### config.mk
export PLATFORM = sky130hd
export DESIGN_NAME = carry_settle_adder
export DESIGN_NICKNAME = d
export VERILOG_FILES = /design/src/rtl/carry_settle_adder.sv
export SDC_FILE = /design/constraint.sdc
export NUM_CORES = 1
export LEC_CHECK = 0
export ABC_AREA = 1
export ABC_CLOCK_PERIOD_IN_PS = 2000
export CAP_MARGIN = 20
export CORE_MARGIN = 1
export CORE_UTILIZATION = 40
export DETAILED_ROUTE_END_ITERATION = 10
export GPL_TIMING_DRIVEN = 0
export PLACE_DENSITY = 0.66
export RECOVER_POWER = 50
export SYNTH_ARGS = -nofsm -noshare
export SYNTH_HDL_FRONTEND = slang
export SYNTH_SLANG_ARGS = --single-unit
### constraint.sdc
create_clock -name Clk -period 2 [get_ports Clk]
set_input_delay 0.4 -clock Clk [delete_from_list [all_inputs] [get_ports Clk]]
set_output_delay 0.4 -clock Clk [all_outputs]
set_load 0.005 [all_outputs]
### src/rtl/carry_settle_adder.sv
// carry_settle_adder
//   N-bit adder split into NSEG = N/K segments of K bits. Each segment adds
//   with carry-in 0; the inter-segment carry vector is then iterated once per
//   cycle until it stops changing, so the latency tracks the longest carry
//   chain that actually occurs instead of the worst case.
//
// Ports
//   Clk        rising-edge clock
//   Rst_n      asynchronous active-low reset
//   In_valid   operands A/B/Cin present
//   In_ready   block accepts operands on this edge
//   A, B, Cin  operands and carry in
//   Out_valid  result held on S/Cout/P/Lat
//   Out_ready  consumer takes the result
//   S, Cout    registered sum and carry out
//   P          registered bitwise propagate A^B of the accepted operands
//   Lat        cycles from accept edge to Out_valid rising (1..NSEG)
module carry_settle_adder #(
    parameter int unsigned N  = 16,
    parameter int unsigned K  = 4,
    parameter int unsigned LW = $clog2(N / K + 1)
) (
    input  logic          Clk,
    input  logic          Rst_n,
    input  logic          In_valid,
    output logic          In_ready,
    input  logic [N-1:0]  A,
    input  logic [N-1:0]  B,
    input  logic          Cin,
    output logic          Out_valid,
    input  logic          Out_ready,
    output logic [N-1:0]  S,
    output logic          Cout,
    output logic [N-1:0]  P,
    output logic [LW-1:0] Lat
);

    localparam int unsigned NSEG = N / K;

    if ((N % K) != 0) begin : g_bad_width
        $error("carry_settle_adder: N must be a multiple of K");
    end

    typedef enum logic [1:0] {StIdle, StCalc, StDone} state_e;

    state_e state_q, state_d;

    logic [N-1:0]    a_q, a_d, b_q, b_d, p_q, p_d, s_q, s_d;
    logic [NSEG-1:0] c_q, c_d;
    logic            cout_q, cout_d;
    logic [LW-1:0]   lat_q, lat_d, cnt_q, cnt_d;

    logic            accept;
    logic [NSEG-1:0] g_in;     // segment generates of the incoming operands
    logic [NSEG-1:0] g_reg;    // segment generates of the registered operands
    logic [NSEG-1:0] p_reg;    // segment propagates of the registered operands
    logic [NSEG-1:0] c_load;
    logic [NSEG-1:0] c_next;
    logic [N-1:0]    s_fin;
    logic            cout_fin;

    // Per-segment adders, carry-in 0
    for (genvar i = 0; i < NSEG; i++) begin : g_seg
        logic [K:0] sum_in;
        logic [K:0] sum_reg;

        assign sum_in   = {1'b0, A[i*K +: K]} + {1'b0, B[i*K +: K]};
        assign g_in[i]  = sum_in[K];
        assign sum_reg  = {1'b0, a_q[i*K +: K]} + {1'b0, b_q[i*K +: K]};
        assign g_reg[i] = sum_reg[K];
        assign p_reg[i] = &(a_q[i*K +: K] ^ b_q[i*K +: K]);
        assign s_fin[i*K +: K] = sum_reg[K-1:0] + K'(c_q[i]);
    end

    always_comb begin
        c_load    = '0;
        c_next    = '0;
        c_load[0] = Cin;
        c_next[0] = c_q[0];  // carry into segment 0 is fixed
        for (int unsigned i = 1; i < NSEG; i++) begin
            c_load[i] = g_in[i-1];
            c_next[i] = g_reg[i-1] | (p_reg[i-1] & c_q[i-1]);
        end
        cout_fin = g_reg[NSEG-1] | (p_reg[NSEG-1] & c_q[NSEG-1]);
    end

    assign accept = In_valid & In_ready;

    // State register
    always_ff @(posedge Clk or negedge Rst_n) begin
        if (!Rst_n) begin
            state_q <= StIdle;
        end else begin
            state_q <= state_d;
        end
    end

    // Next-state logic
    always_comb begin
        state_d = state_q;
        unique case (state_q)
            StIdle: if (accept) state_d = StCalc;
            StCalc: if (c_next == c_q) state_d = StDone;
            StDone: begin
                // A DONE-state accept retires the result and starts the next op
                if (accept) begin
                    state_d = StCalc;
                end else if (Out_ready) begin
                    state_d = StIdle;
                end
            end
            default: state_d = StIdle;
        endcase
    end

    // Handshake outputs
    always_comb begin
        In_ready  = 1'b0;
        Out_valid = 1'b0;
        unique case (state_q)
            StIdle:  In_ready = 1'b1;
            StCalc:  In_ready = 1'b0;
            StDone: begin
                In_ready  = Out_ready;
                Out_valid = 1'b1;
            end
            default: In_ready = 1'b0;
        endcase
    end

    // Datapath next-state
    always_comb begin
        a_d    = a_q;
        b_d    = b_q;
        p_d    = p_q;
        c_d    = c_q;
        cnt_d  = cnt_q;
        s_d    = s_q;
        cout_d = cout_q;
        lat_d  = lat_q;
        if (accept) begin
            a_d   = A;
            b_d   = B;
            p_d   = A ^ B;
            c_d   = c_load;
            cnt_d = LW'(1);
        end else if (state_q == StCalc) begin
            if (c_next != c_q) begin
                c_d   = c_next;
                cnt_d = cnt_q + LW'(1);
            end else begin
                s_d    = s_fin;
                cout_d = cout_fin;
                lat_d  = cnt_q;
            end
        end
    end

    always_ff @(posedge Clk or negedge Rst_n) begin
        if (!Rst_n) begin
            a_q    <= '0;
            b_q    <= '0;
            p_q    <= '0;
            c_q    <= '0;
            cnt_q  <= '0;
            s_q    <= '0;
            cout_q <= 1'b0;
            lat_q  <= '0;
        end else begin
            a_q    <= a_d;
            b_q    <= b_d;
            p_q    <= p_d;
            c_q    <= c_d;
            cnt_q  <= cnt_d;
            s_q    <= s_d;
            cout_q <= cout_d;
            lat_q  <= lat_d;
        end
    end

    assign S    = s_q;
    assign Cout = cout_q;
    assign P    = p_q;
    assign Lat  = lat_q;

endmodule

-- After elaboration in Yosys (flattened, before gate mapping)
Cells that the tools add are included.
- output and inout port bits: 38
- logic and storage cells: 68
- input port bits: 37
- register bits: 77
- reduce and logical (&&, ||, !) cells: 10
- bitwise logic cells: 16
- equality and inequality tests: 7
- multiplexer cells: 13
- add/subtract/negate cells: 12
- operator list (operator ; count):
    adder 4 x 4 -> 5 bit ; 7
    adder 4 x 1 -> 4 bit ; 4
    AND reduction 4 bit ; 4
    bitwise XOR 16 bit ; 1
    bitwise XOR 4 bit ; 4
    2-to-1 mux 4 bit ; 3
    2-to-1 mux 3 bit ; 3
    2-to-1 mux 2 bit ; 4
    one-hot mux 2 bit (3 select lines) ; 1
    AND reduction 3 bit ; 2
    AND 1 bit ; 5
    != test 2 bit (second input constant) ; 2
    OR 1 bit ; 4
    nonzero test 2 bit ; 2
    adder 3 x 1 -> 3 bit (second input constant) ; 1
    equality test 3 bit ; 1
    != test 3 bit ; 1
    != test 3 bit (second input constant) ; 1
    equality test 2 x 1 -> 1 bit (second input constant) ; 1
    equality test 2 bit (second input constant) ; 1
    logical NOT 2 bit ; 1
    inverter 1 bit ; 2
    one-hot mux 1 bit (2 select lines) ; 1
    AND reduction 2 bit ; 1
    2-to-1 mux 1 bit ; 1

-- Depth between registers and ports, before layout
- word-level depth: 8
- depth in mapped cells: 15
- mapped depth without buffers: 15

-- Worst setup path before layout
OpenSTA, ideal clock, no wires.
- path type: register -> register
- from: register a_q[8]
- to: register s_q[4] (netlist: S[4])
- buffers on the path: 1
- data required time: 1.883 ns
- cell stages (with the launch flop): 15
- setup time: 0.117 ns
- arrival: 1.776 ns
- setup slack: 0.107 ns
- clock period less this slack: 1.893 ns
- cell sequence: dfrtp_1 ha_1 inv_1 fa_1 inv_1 nand2_1 nand2_1 nand2_2 nand3_1 nand2_2 nor2_4 nand3_4 buf_6 nand2_1 o21ai_2
- word-level cells in the longest chain between the ends: 7
- elaborated cells on any way between the ends: 8
- those cells by class: add/sub: 1; eq/ne: 1; bitwise: 4; reduce/logical: 2
- ends and longest elaborated chain (item ; RTL line ; text):
    from (decl) ; 48 ; logic [N-1:0] a_q, a_d, b_q, b_d, p_q, p_d, s_q, s_d;
    from (signal assigned) ; 161 ; a_q <= '0;
    from (signal assigned) ; 170 ; a_q <= a_d;
    parallel branches: the longest is 3 deep, another holds adder 4 x 4 -> 5 bit ; - ;
    OR 1 bit * ; 82 ; c_next[i] = g_reg[i-1] | (p_reg[i-1] & c_q[i-1]);
    != test 3 bit * ; 148 ; if (c_next != c_q) begin
    inverter 1 bit (no line) * ; - ;
    AND reduction 3 bit (no line) * ; - ;
    to (signal assigned) ; 166 ; s_q <= '0;
    to (signal assigned) ; 175 ; s_q <= s_d;
    to (decl) ; 48 ;
Every way passes the cells marked *.
A chain may end at the register's enable or synchronous reset.

-- Worst setup path after layout
- from: register a_q[4]
- to: register lat_q[0] (netlist: Lat[0])
- word-level cells in the longest chain between the ends: 7
- elaborated cells on any way between the ends: 8
- those cells by class: add/sub: 1; eq/ne: 1; bitwise: 4; reduce/logical: 2
- ends and longest elaborated chain (item ; RTL line ; text):
    parallel branches: the longest is 3 deep, another holds adder 4 x 4 -> 5 bit ; - ;
    OR 1 bit * ; 82 ;
    != test 3 bit * ; 148 ;
    inverter 1 bit (no line) * ; - ;
    AND reduction 3 bit (no line) * ; - ;
    to (signal assigned) ; 177 ; lat_q <= lat_d;
    to (decl) ; 51 ; logic [LW-1:0] lat_q, lat_d, cnt_q, cnt_d;
Marked as above.

==> out/qor.yml <==
synthesis:
  synth_top_area_share: 0.459
  seq_area_frac_synth: 0.459
  synth_nets: 555
  synth_area_um2: 4200
  yosys.area.top_type: "dfrtp_1"
  synth_cells: 477
  ys.warnings.count: 0
  synthDistinctLibCells: 29
  synth_seq_cells: 77
  avgSynthCellArea_um2: 8.80
  ys_top_cells_by_area: "dfrtp_1 (46%), nand2_1 (17%), ha_1 (11%)"
clock_tree:
  clk_root_buffer_cell: "clkbuf_8"
  postCtsHoldBufs: 0
  clock-sinks: 77
  clock_latency_ns: 0.34
  tritoncts: "built"
  cts.path.max_buffers: 2
  cts_max_level: 3
  cts_buffers: 9
  path_clk_slew_ns: 0.08
place:
  portBuffers: 74
  placed_cell_area_um2: 5130
  routabilityCongestion: 0.832
  hpwl_mm: 6.91
cells_and_area:
  layout_common_cells: "nand2_1 (164), dfrtp_1 (77), clkdlybuf4s50_1 (68)"
  layout.nets: 655
  areaGrowthSynthToFinish_pct: 36.4
  layout-drive-gt1-share: 0.187
  antenna_cells: 0
  final_common_cell: "nand2_1"
  stdcell_area_um2: 5730
  postLayoutCoreUtil: 0.560
outcome:
  violations: "DRC, setup timing"
  status: "complete, but fails checks"
floorplan:
  start_util: 0.410
  core_um2: 10200
  rows: 37
  fp.dieW_um: 104
  io_pins: 75
  dieArea_um2: 10900
  fp.dieH_um: 104
sta:
  setup_viol: 26
  tightestPinTransition_ns: 0.935
  fin_crit_sh: 1.06
  skew_ns: 0.00804
  relSlewSlack: 0.377
  hold_viol: 0
  fmax_mhz: 473
  grt_setup_unrepaired: "true"
  min_period_ns: 2.11
  drv_slew: 0
  layout_setup_ws_ns: -0.114
power_and_ir_drop:
  p_switching_mw: 4.30
  max-vdd-ir-drop_mv: 0.625
  seq_power_share: 0.272
  p_leak_nw: 2.88
  p_clk_frac: 0.137
  intPower_mw: 6.09
  pwr-share-comb: 0.591
  switching_share: 0.414
  p_per_area_nw_per_um2: 1810
run:
  cap_violations: 0
global_route:
  overflow: 0
  grtUsageTotal: 0.187
  grt_max_degree: 41
  grt_pass1_wl_mm: 16.0
  grt_pass1_vias: 3341
  antenna_found_initial: 0
critical_path:
  path_max_fanout: 5
  arrival_ns: 2.39
  reg2reg_depth: 13
  cp.required_ns: 2.28
  crit_type: "flop to flop"
  startpoint_type: "flop"
  crit_end: "Lat[0]$_DFFE_PN0P_"
  critPathCaptureType: "flop"
  ff2ff_setup_slack_ns: -0.11
  rr_endpoint: "Lat[0]$_DFFE_PN0P_"
  critical_path.startpoint: "a_q[4]$_DFFE_PN0N_"
  r2r-start: "a_q[4]$_DFFE_PN0N_"
routing:
  wl_mm: 9.72
  drcViolationCount: 2
  wl_per_cell_um: 13.5
  viasPerCell: 4.75
  routed-via-count: 3408
  ant_nets: 0
  drt_first_pass_iters: 7
  dr.first_iter.drc_count: 116
worst_hold_path:
  hp-class: "input port to async pin"
-- worst max-delay path: stages, from the launching register on --
cell and delay [ns]:
dfrtp_1 0.36, ha_2 0.20, inv_2 0.04, fa_2 0.34
inv_2 0.07, nand2_2 0.04, nand2_1 0.07, nand2_2 0.06
nand3_2 0.06, nand2_2 0.07, nor2_4 0.16, nand3_2 0.22
clkbuf_16 0.26, o21ai_2 0.10
-- per-layer routing --
| metal | wire length, um | track usage |
|---|---|---|
| met1 | 4590 | 0.254 |
| met2 | 4690 | 0.306 |
| met3 | 397 | 0.0357 |
| met4 | 42 | 0.0459 |
| met5 | 0 | 0 |
-- power groups by stage --
| stage | logic (mW) | clock network (mW) | registers, mW |
|---|---|---|---|
| floorplan | 3.48 | 0 | 2.71 |
| global placement | 5.07 | 0 | 2.74 |
| detailed placement | 5.18 | 0 | 2.76 |
| CTS | 5.48 | 1.45 | 2.75 |
| global route | 6.86 | 1.52 | 2.94 |
| finish | 6.14 | 1.42 | 2.83 |
-- cells by family after synthesis --
logic type,Yosys count,synth area share
and+or+nand+nor,235,0.227
xor gates and xnor gates,21,0.0438
buffers and inverters,53,0.0572
DFF,77,0.459
adders and majority gates,41,0.129
AOI/OAI and AO/OA,46,0.0730
muxes,4,0.0107
-- worst min-delay path by stage --
stage,slack [ns],endpoint,start,cells after the start
2_1_floorplan,0.10,Cout$_DFFE_PN0P_,Rst_n,0
3_3_place_gp,0.47,P[0]$_DFFE_PN0N_,P[0]$_DFFE_PN0N_,2
3_5_place_dp,0.40,P[13]$_DFFE_PN0N_,Rst_n,1
4_1_cts,0.03,P[13]$_DFFE_PN0N_,Rst_n,1
5_1_grt,0.25,P[13]$_DFFE_PN0N_,Rst_n,1
6_report,0.18,P[13]$_DFFE_PN0N_,Rst_n,1
-- sequential cells by signal, summed over array words and instances (netlist names) --
signal,flops
c_q,4
S,16
b_q,16
a_q,16
cnt_q,3
Cout,1
state_q,2
P,16
Lat,3
-- cells in the mapped netlist, drive strengths merged --
| cell | count |
|---|---|
| nand2 | 191 |
| dfrtp | 77 |
| ha | 37 |
| inv | 37 |
| o21ai | 34 |
| nand3 | 23 |
| nor2 | 16 |
| xor2 | 13 |
| buf | 11 |
| a21oi | 10 |
| xnor2 | 8 |
| clkbuf | 4 |
| fa | 4 |
| mux2 | 4 |
| nand4 | 2 |
| or2 | 2 |
| clkinv | 1 |
| nand3b | 1 |
| o211ai | 1 |
| o21bai | 1 |
-- stage by stage --
step | setup WS, ns | hold WS, ns | cells | setup TNS (ns) | total power [mW]
after floorplan | 0.107 | 0.104 | 477 | 0 | 6.19
after detailed placement | -0.237 | 0.404 | 688 | -9.49 | 7.94
final | -0.114 | 0.181 | 718 | -1.75 | 10.4
after CTS | -0.0426 | 0.0251 | 709 | -0.610 | 9.68
after global placement | -2.19 | 0.465 | 687 | -175.67 | 7.81
after global routing | -0.220 | 0.248 | 718 | -9.28 | 11.3
-- what timing repair did --
action | in CTS | in global routing
gates cloned | 1 | 4
resized for setup | 16 | 47
setup endpoints to repair | 28 | 45
pin swaps | 1 | 4
setup buffers | 4 | 5
-- cell type report --
type                    count  area, um2
fillers                   938       4510
clock buffers              12        145
plain buffers              15        119
flip-flops and latches     77       1930
inverters                  38        143
repair buffers             88        913
multi-input cells         348       2210
well taps                 136        170
clock inverters             4       95.1
Note: power is estimated with default switching activity, not from simulation.
